**src/rtl/loader_pkg.sv**
```systemverilog
// Shared types and constants for the boot program loader.
package loader_pkg;

    typedef logic [7:0] byte_t;

    typedef enum logic [2:0] {
        ST_HDR_ADDR = 3'd0,
        ST_HDR_LEN  = 3'd1,
        ST_DATA     = 3'd2,
        ST_CHECK    = 3'd3,
        ST_DONE     = 3'd4,
        ST_ERROR    = 3'd5
    } state_t;

    // A length byte of zero requests a full 256-byte image.
    localparam int unsigned LEN_ZERO_MEANS_256 = 256;

    function automatic byte_t sum8(input byte_t acc, input byte_t b);
        return byte_t'(acc + b);
    endfunction

endpackage

```
**src/rtl/program_loader.sv**
```systemverilog
// Streams a header+data image into memory and releases the CPU hold afterwards.
// Optional checksum byte and ERROR state enabled by defining LOADER_CHECKSUM_EN.
module program_loader
    import loader_pkg::*;
#(
    parameter int unsigned HOLD_CYCLES = 4,
    parameter int unsigned ADDR_W      = 8
) (
    input  logic              clk,
    input  logic              reset,
    input  logic [7:0]        in_data,
    input  logic              in_valid,
    output logic              in_ready,
    input  logic              start,
    output logic              mem_we,
    output logic [ADDR_W-1:0] mem_addr,
    output logic [7:0]        mem_wdata,
    output logic              cpu_hold,
    output logic              done,
    output logic              error
);

    localparam int unsigned HOLD_W = (HOLD_CYCLES > 32'd0) ? $clog2(HOLD_CYCLES + 32'd1) : 1;

    state_t              state_r;
    state_t              state_next_s;
    logic [ADDR_W-1:0]   base_r;
    logic [ADDR_W-1:0]   mem_addr_r;
    byte_t               mem_wdata_r;
    logic [8:0]          len_r;
    logic [8:0]          cnt_r;
    logic [HOLD_W-1:0]   hold_cnt_r;
    logic                mem_we_r;
    logic                cpu_hold_r;
    logic                done_r;
    logic                accept_s;
    logic                xfer_s;
    logic                last_data_s;
    logic                restart_s;
`ifdef LOADER_CHECKSUM_EN
    byte_t               sum_r;
    logic                error_r;
`endif

    // States in which a stream byte may be accepted.
    always_comb begin
        accept_s = 1'b0;
        case (state_r)
            ST_HDR_ADDR: accept_s = 1'b1;
            ST_HDR_LEN:  accept_s = 1'b1;
            ST_DATA:     accept_s = 1'b1;
`ifdef LOADER_CHECKSUM_EN
            ST_CHECK:    accept_s = 1'b1;
`endif
            default:     accept_s = 1'b0;
        endcase
    end

    assign in_ready    = accept_s & ~reset;
    assign xfer_s      = in_valid & in_ready;
    assign last_data_s = ((cnt_r + 9'd1) == len_r);
`ifdef LOADER_CHECKSUM_EN
    assign restart_s   = start & ((state_r == ST_DONE) | (state_r == ST_ERROR));
`else
    assign restart_s   = start & (state_r == ST_DONE);
`endif

    // Next-state decode; every advance is gated by an accepted byte.
    always_comb begin
        state_next_s = state_r;
        case (state_r)
            ST_HDR_ADDR: begin
                if (xfer_s) state_next_s = ST_HDR_LEN;
                else        state_next_s = state_r;
            end
            ST_HDR_LEN: begin
                if (xfer_s) state_next_s = ST_DATA;
                else        state_next_s = state_r;
            end
            ST_DATA: begin
                if (xfer_s && last_data_s) begin
`ifdef LOADER_CHECKSUM_EN
                    state_next_s = ST_CHECK;
`else
                    state_next_s = ST_DONE;
`endif
                end else begin
                    state_next_s = state_r;
                end
            end
`ifdef LOADER_CHECKSUM_EN
            ST_CHECK: begin
                if (xfer_s) state_next_s = (sum8(sum_r, in_data) == 8'd0) ? ST_DONE : ST_ERROR;
                else        state_next_s = state_r;
            end
            ST_ERROR: begin
                if (restart_s) state_next_s = ST_HDR_ADDR;
                else           state_next_s = state_r;
            end
`endif
            ST_DONE: begin
                if (restart_s) state_next_s = ST_HDR_ADDR;
                else           state_next_s = state_r;
            end
            default: state_next_s = ST_HDR_ADDR;
        endcase
    end

    // Loader state, header capture, memory write port and hold countdown.
    always_ff @(posedge clk) begin
        if (reset) begin
            state_r     <= ST_HDR_ADDR;
            base_r      <= {ADDR_W{1'b0}};
            len_r       <= 9'd0;
            cnt_r       <= 9'd0;
            hold_cnt_r  <= {HOLD_W{1'b0}};
            mem_we_r    <= 1'b0;
            mem_addr_r  <= {ADDR_W{1'b0}};
            mem_wdata_r <= 8'd0;
            cpu_hold_r  <= 1'b1;
            done_r      <= 1'b0;
        end else begin
            state_r  <= state_next_s;
            mem_we_r <= 1'b0;
            case (state_r)
                ST_HDR_ADDR: begin
                    if (xfer_s) base_r <= ADDR_W'(in_data);
                end
                ST_HDR_LEN: begin
                    if (xfer_s) begin
                        len_r <= (in_data == 8'd0) ? 9'(LEN_ZERO_MEANS_256) : {1'b0, in_data};
                        cnt_r <= 9'd0;
                    end
                end
                ST_DATA: begin
                    if (xfer_s) begin
                        mem_we_r    <= 1'b1;
                        mem_addr_r  <= base_r + ADDR_W'(cnt_r);
                        mem_wdata_r <= in_data;
                        cnt_r       <= cnt_r + 9'd1;
                    end
                end
                ST_DONE: begin
                    if (restart_s) begin
                        done_r     <= 1'b0;
                        cpu_hold_r <= 1'b1;
                        hold_cnt_r <= {HOLD_W{1'b0}};
                        cnt_r      <= 9'd0;
                    end else if (hold_cnt_r != {HOLD_W{1'b0}}) begin
                        hold_cnt_r <= hold_cnt_r - HOLD_W'(1);
                        if (hold_cnt_r == HOLD_W'(1)) cpu_hold_r <= 1'b0;
                    end
                end
                default: ;
            endcase
            // Success: done rises now, hold released HOLD_CYCLES cycles later.
            if ((state_next_s == ST_DONE) && (state_r != ST_DONE)) begin
                done_r <= 1'b1;
                if (HOLD_CYCLES == 32'd0) cpu_hold_r <= 1'b0;
                else                      hold_cnt_r <= HOLD_W'(HOLD_CYCLES);
            end
        end
    end

`ifdef LOADER_CHECKSUM_EN
    // Running byte sum and sticky error flag.
    always_ff @(posedge clk) begin
        if (reset) begin
            sum_r   <= 8'd0;
            error_r <= 1'b0;
        end else begin
            if (restart_s)   sum_r <= 8'd0;
            else if (xfer_s) sum_r <= sum8(sum_r, in_data);
            if (restart_s)   error_r <= 1'b0;
            else if ((state_next_s == ST_ERROR) && (state_r != ST_ERROR)) error_r <= 1'b1;
        end
    end

    assign error = error_r;
`else
    assign error = 1'b0;
`endif

    assign mem_we    = mem_we_r;
    assign mem_addr  = mem_addr_r;
    assign mem_wdata = mem_wdata_r;
    assign cpu_hold  = cpu_hold_r;
    assign done      = done_r;

endmodule
```
**config.mk**
```make
export PLATFORM = sky130hd
export DESIGN_NAME = program_loader
export DESIGN_NICKNAME = d
export VERILOG_FILES = /design/src/rtl/loader_pkg.sv /design/src/rtl/program_loader.sv
export SDC_FILE = /design/constraint.sdc
export NUM_CORES = 1
export LEC_CHECK = 0
export BUFFER_PORTS_ARGS = -buffer_cell sky130_fd_sc_hd__buf_2
export CELL_PAD_IN_SITES_DETAIL_PLACEMENT = 1
export CELL_PAD_IN_SITES_GLOBAL_PLACEMENT = 2
export CORE_ASPECT_RATIO = 1.5
export CORE_MARGIN = 4
export CORE_UTILIZATION = 35
export CTS_CLUSTER_SIZE = 8
export DETAILED_ROUTE_END_ITERATION = 8
export GPL_TIMING_DRIVEN = 0
export PLACE_DENSITY = 0.87
export SETUP_SLACK_MARGIN = 0.5
export SLEW_MARGIN = 0
export SYNTH_ARGS = -nofsm -noshare
export SYNTH_HDL_FRONTEND = slang
export SYNTH_SLANG_ARGS = --single-unit
```
**constraint.sdc**
```tcl
create_clock -name clk -period 2.1 [get_ports clk]
set_input_delay 0.42 -clock clk [delete_from_list [all_inputs] [get_ports clk]]
set_output_delay 0.42 -clock clk [all_outputs]
set_load 0.01 [all_outputs]
```
Word level (Yosys, flattened, before mapping)
Index checks and enable logic that the tools add are counted.
{ "word_totals": {"ff_bits": 51, "latch_bits": 0, "ram_bits": 0, "romBits": 0, "in_bits": 12, "output_inout_bits": 21, "word_cells": 73, "memories": 0} }
{ "op_classes": {"addsub": 3, "mul": 0, "div": 0, "n_lt_le_gt_ge": 0, "n_eq_ne": 10, "shifts": 0, "muxes": 22, "bitwise": 5, "n_reduce_logical": 22} }
{ "ops": {"columns": ["cell", "n"], "rows": [
  ["$mux W9", 4],
  ["$pmux W9 S3", 1],
  ["$mux W3", 8],
  ["$pmux W3 S4", 1],
  ["$reduce_and A2 Y1", 6],
  ["$add A9 B1 Y9 const B", 1],
  ["$eq A9 B9 Y1", 1],
  ["$reduce_bool A3 Y1", 3],
  ["$add A8 B8 Y8", 1],
  ["$logic_not A8 Y1", 1],
  ["$mux W1", 8],
  ["$reduce_bool A2 Y1", 4],
  ["$eq A3 B1 Y1 const B", 2],
  ["$eq A3 B3 Y1 const B", 2],
  ["$ne A2 B2 Y1 const B", 3],
  ["$reduce_and A4 Y1", 1],
  ["$reduce_or A2 Y1", 2],
  ["$and A1 B1 Y1", 3],
  ["$eq A3 B2 Y1 const B", 1],
  ["$logic_not A3 Y1", 1],
  ["$ne A3 B3 Y1 const B", 1],
  ["$reduce_and A3 Y1", 1],
  ["$reduce_or A3 Y1", 1],
  ["$sub A3 B1 Y3 const B", 1],
  ["other kinds (2)", 4]
]} }

Logic depth before layout (Yosys ltp)
{ "depth": {"ltp_word": 12, "depth_mapped": 8} }

Worst setup path before layout
OpenSTA, ideal clock, no wires.
{ "synth_path": {"path_type": "register to register", "from": "reg cnt_r[0]", "to": "reg mem_addr_r[4], in the netlist mem_addr[4]", "setup_time_ns": 0.115, "arrival_time_ns": 1.747, "t_required_ns": 1.985, "setup_slack_ns": 0.238, "path_stages_with_launch": 9, "n_path_buf": 0, "cell_sequence": "dfxtp_1 > ha_1 > inv_1 > fa_1 > nor2b_1 > o21ai_0 > a21boi_0 > o31ai_1 > and2_1"} }
{ "synth_via": {"elab_chain_cells": 1} }
{ "synth_lines": {"columns": ["item", "line_no", "source"], "rows": [
  ["from (decl)", "program_loader.sv:31", "logic [8:0] cnt_r;"],
  ["from (signal assigned)", "program_loader.sv:140", "cnt_r <= cnt_r + 9'd1;"],
  ["$add A8 B8 Y8", "program_loader.sv:138", "mem_addr_r <= base_r + ADDR_W'(cnt_r);"],
  ["to (signal assigned)", "program_loader.sv:118", "mem_addr_r <= {ADDR_W{1'b0}};"],
  ["to (signal assigned)", "program_loader.sv:138", null],
  ["to (decl)", "program_loader.sv:28", "logic [ADDR_W-1:0] mem_addr_r;"]
]} }
No other way between the ends.
A chain may end at the register's enable or synchronous reset.

Worst setup path after layout
{ "layout_path": {"from": "reg cnt_r[1]", "to": "reg done_r, in the netlist done"} }
{ "layout_via": {"elab_chain_cells": 9, "word_cells_on_any_way": 11, "classes_between": "add/sub (1); eq/ne (2); mux (3); reduce/logical (5)"} }
{ "layout_lines": {"columns": ["item", "line_no", "source"], "rows": [
  ["$add A9 B1 Y9 *", "program_loader.sv:61", "assign last_data_s = ((cnt_r + 9'd1) == len_r);"],
  ["$eq A9 B9 Y1 *", "program_loader.sv:61", null],
  ["$logic_and A1 B1 Y1 *", "program_loader.sv:81", "if (xfer_s && last_data_s) begin"],
  ["$mux W3 *", "program_loader.sv:81", null],
  ["$pmux W3 S4 *", "program_loader.sv:71", "case (state_r)"],
  ["$eq A3 B3 Y1 *", "program_loader.sv:157", "if ((state_next_s == ST_DONE) && (state_r != ST_DONE)) begin"],
  ["$logic_and A1 B1 Y1 *", "program_loader.sv:157", null],
  ["$reduce_bool A2 Y1 (no line)", null, null],
  ["$reduce_and A2 Y1 (no line)", null, null],
  ["to (signal assigned)", "program_loader.sv:121", "done_r <= 1'b0;"],
  ["to (signal assigned)", "program_loader.sv:145", "done_r <= 1'b0;"],
  ["to (signal assigned)", "program_loader.sv:158", "done_r <= 1'b1;"],
  ["to (decl)", "program_loader.sv:35", "logic done_r;"]
]} }
Every way passes the cells marked *; elsewhere a longest branch is shown, timed or not.

==> flow_metrics.tcl <==
set metrics [dict create \
    cts_buffers 5 \
    synth-async-reset-ratio 0 \
    yosys.area_share.simple 0.235 \
    fin_nets 393 \
    whs_ps 390 \
    cts_num_sinks 51 \
    p_total_uw 2000 \
    synth_compound_gate_area_share 0.161 \
    grt_max_degree 15 \
    placedCellCount 441 \
    ys_warn_count 0 \
    max_freq_mhz 575 \
    critPathMaxFanout 5 \
    num_vias 2504 \
    path_class "flop to flop" \
    worstPathCellList "ha_4 > and2_4 > a211o_1 > a31oi_4 > nor4_4 > buf_4 > a21bo_1" \
    yosys-top-cells-count "51 x dfxtp_1, 32 x nor2_1, 30 x a21oi_1" \
    start_util 0.363 \
    finalCritPeriodShare 0.829 \
    clockRootBuffer "clkbuf_8" \
    yosysTopAreaCell "dfxtp_1" \
    dr.pass1.iters 4 \
    drv_slew 0 \
    clock_latency_ps 320 \
    clock_skew_ps 8.83 \
    worstPathArrival_ps 1960 \
    ctsHoldBuffers 0 \
    grt_pass1_vias 2628 \
    leakage_uw 0.00139 \
    fin_cells 469 \
    syn-num-nets 334 \
    grt_pass1_wl_um 13300 \
    drc 0 \
    cts_tree "yes" \
    synth-seq-area-share 0.386 \
    wire_per_inst_um 17.2 \
    setup_slack_ps 360 \
    power.share.switching 0.263 \
    drt_iter0_drc 105 \
    synth-xor-area-share 0.0497 \
    post_drt_via_cell_ratio 5.34 \
    irDropWorstVdd_uv 443 \
    period_needed_ps 1740 \
    dp_slack_ps -149 \
    cp-end-kind "flop" \
    rsz0062_at_grt "yes" \
    ant_nets 0 \
    status "complete, no violations" \
    core-area_sq_mm 0.00727 \
    hold_viol_final 0 \
    synth_adder_area_share 0.0596 \
    cap_violations 0 \
    p_seq_frac 0.506 \
    critPathBufInv 1 \
    setup_viol 0 \
    syn_area_per_cell_sq_um 8.53 \
    syn_area_sq_mm 0.00264 \
    synth_area_leaders "dfxtp_1 39%, mux2i_1 6.1%, a21oi_1 5.7%" \
    synth_edf_count 0 \
    yosys.cell_count.top_type "dfxtp_1" \
    power.internal_uw 1470 \
    synthFlopType "dfxtp_1" \
    max_slew_margin 0.644 \
    tightest_slew_ps 533 \
    hold_path_class "primary input to flop" \
    portBuffers 31 \
    placementRows 38 \
    dieHeight_um 114 \
    power_frac_comb 0.149 \
    h-tree-depth 2 \
    die_w_um 79.0 \
    antenna_found_initial 0 \
    post-synth-top-area-fraction 0.386 \
    diodes 0 \
    critPathMaxStageDelay_ps 380 \
    p_per_area_mw_per_mm2 578 \
    grt_usage 0.190 \
    synthCells 310 \
    synth_cell_type_count 52 \
    p_sw_uw 526 \
    p_clk_frac 0.345 \
    grt-ovfl-total 0 \
    crit_slowest_cell "dfxtp_4" \
    drive_gt1_frac 0.301 \
    dp_hpwl_um 5660 \
    path_clk_slew_ps 90 \
    synth_seq_cells 51 \
    clock_path_buffers 2 \
    required_ps 2320 \
    place_congestion 0.809 \
    wirelength_um 8060 \
    start_kind "flop" \
    synth_top_family_by_area "simple AND/OR/NAND/NOR gates" \
    dieArea_sq_mm 0.00904 \
    num_io_pins 33 \
    synth_mux_area_frac 0.0606 \
    critPathTopFamily "compound AO/OA/AOI/OAI gates" \
    area_delta_synth_final_pct 30.7 \
]
[worst register-to-register path: cells and delay by family (launching register included)]
| kind | cells | cell delay (ps) |
|---|---|---|
| adder cells (fa/ha/maj) | 1 | 180 |
| AND/OR/NAND/NOR | 2 | 250 |
| flip-flops | 1 | 380 |
| AO/OA/AOI/OAI | 3 | 680 |
| buffers and inverters | 1 | 170 |
[final timing paths]
kind / start / cells after the start / slack [ps] / end
min reg2reg: cpu_hold / 2 / 460 / cpu_hold
max reg2reg: cnt_r[1] / 7 / 360 / done
max: cnt_r[1] / 7 / 360 / done
min: in_data[7] / 3 / 390 / mem_wdata[7]
[placed cells by master (no fill, tap or decap), types with 2 or more instances in the layout]
| cell type | instances |
|---|---|
| nor3_4 | 2 |
| clkbuf_8 | 6 |
| dfxtp_2 | 7 |
| nand2_1 | 28 |
| xnor2_1 | 13 |
| mux2i_2 | 2 |
| nand4_1 | 2 |
| a21oi_2 | 2 |
| ha_1 | 9 |
| and2_1 | 2 |
| o21a_1 | 3 |
| nor3_1 | 3 |
| ha_4 | 2 |
| buf_2 | 33 |
| o21ai_2 | 2 |
| buf_6 | 7 |
| clkbuf_1 | 4 |
| nand3b_1 | 3 |
| a211oi_1 | 2 |
| nand2b_1 | 3 |
| nand3_1 | 6 |
| or3_1 | 5 |
| inv_1 | 12 |
| mux2i_1 | 14 |
| a21o_1 | 4 |
| a21oi_1 | 27 |
| o211ai_1 | 2 |
| or3b_1 | 2 |
| dfxtp_4 | 2 |
| a211o_1 | 2 |
| nor2b_1 | 4 |
| xor2_1 | 2 |
| nor4_1 | 6 |
| o21ai_0 | 9 |
| o21ai_1 | 2 |
| or4_1 | 2 |
| dfxtp_1 | 42 |
| buf_4 | 20 |
| nor2_1 | 32 |
[power by group through the flow]
stage | Combinational [uW] | Sequential, uW | Clock (uW)
final | 297 | 1010 | 689
after global routing | 327 | 1020 | 744
after CTS | 278 | 1010 | 707
after detailed placement | 242 | 1030 | 0
after global placement | 237 | 1030 | 0
after floorplan | 159 | 1030 | 0
[what timing repair did]
action	CTS	global route
setup buffers	14	7
resized for setup	36	28
endpoints found under the setup margin	36	39
pin swaps	18	5
gates cloned	0	0
[logic make-up after synthesis]
| group | count (synthesis) |
|---|---|
| AOI/OAI and AO/OA | 70 |
| xor gates and xnor gates | 15 |
| adders and majority gates | 12 |
| buffers and inverters | 29 |
| DFF | 51 |
| muxes | 16 |
| other | 1 |
| and+or+nand+nor | 116 |
[metal layers]
layer | global-route usage | vias to the layer above | wire length [um]
li1 | - | 1202 | -
met1 | 0.212 | 1232 | 3210
met2 | 0.335 | 52 | 4360
met3 | 0.0394 | 18 | 267
met4 | 0.0963 | 0 | 228
met5 | 0 | - | 0
[stage by stage]
stage	area [sq um]	util	setup TNS, ps
CTS	3300	0.453	0
finish	3450	0.475	0
floorplan	2700	-	0
detailed placement	2980	0.409	-149
global route	3450	0.475	0
global placement	2980	0.409	-160
[registers in the layout (all words and copies together) (netlist names)]
register / cells
mem_wdata: 8
mem_addr: 8
cpu_hold: 1
base_r: 8
state_r: 3
cnt_r: 9
hold_cnt_r: 3
done: 1
mem_we: 1
len_r: 9
[area by class of cell]
cell class	count	area [sq um]
Fill cell	868	3820
Multi-Input combinational cell	230	1670
Sequential cell	51	1040
Timing Repair Buffer	52	333
Buffer	15	129
Tap cell	100	125
Clock buffer	6	72.6
Inverter	14	55.1
Clock inverter	1	30.0
Power figures use the tool's default switching activity.
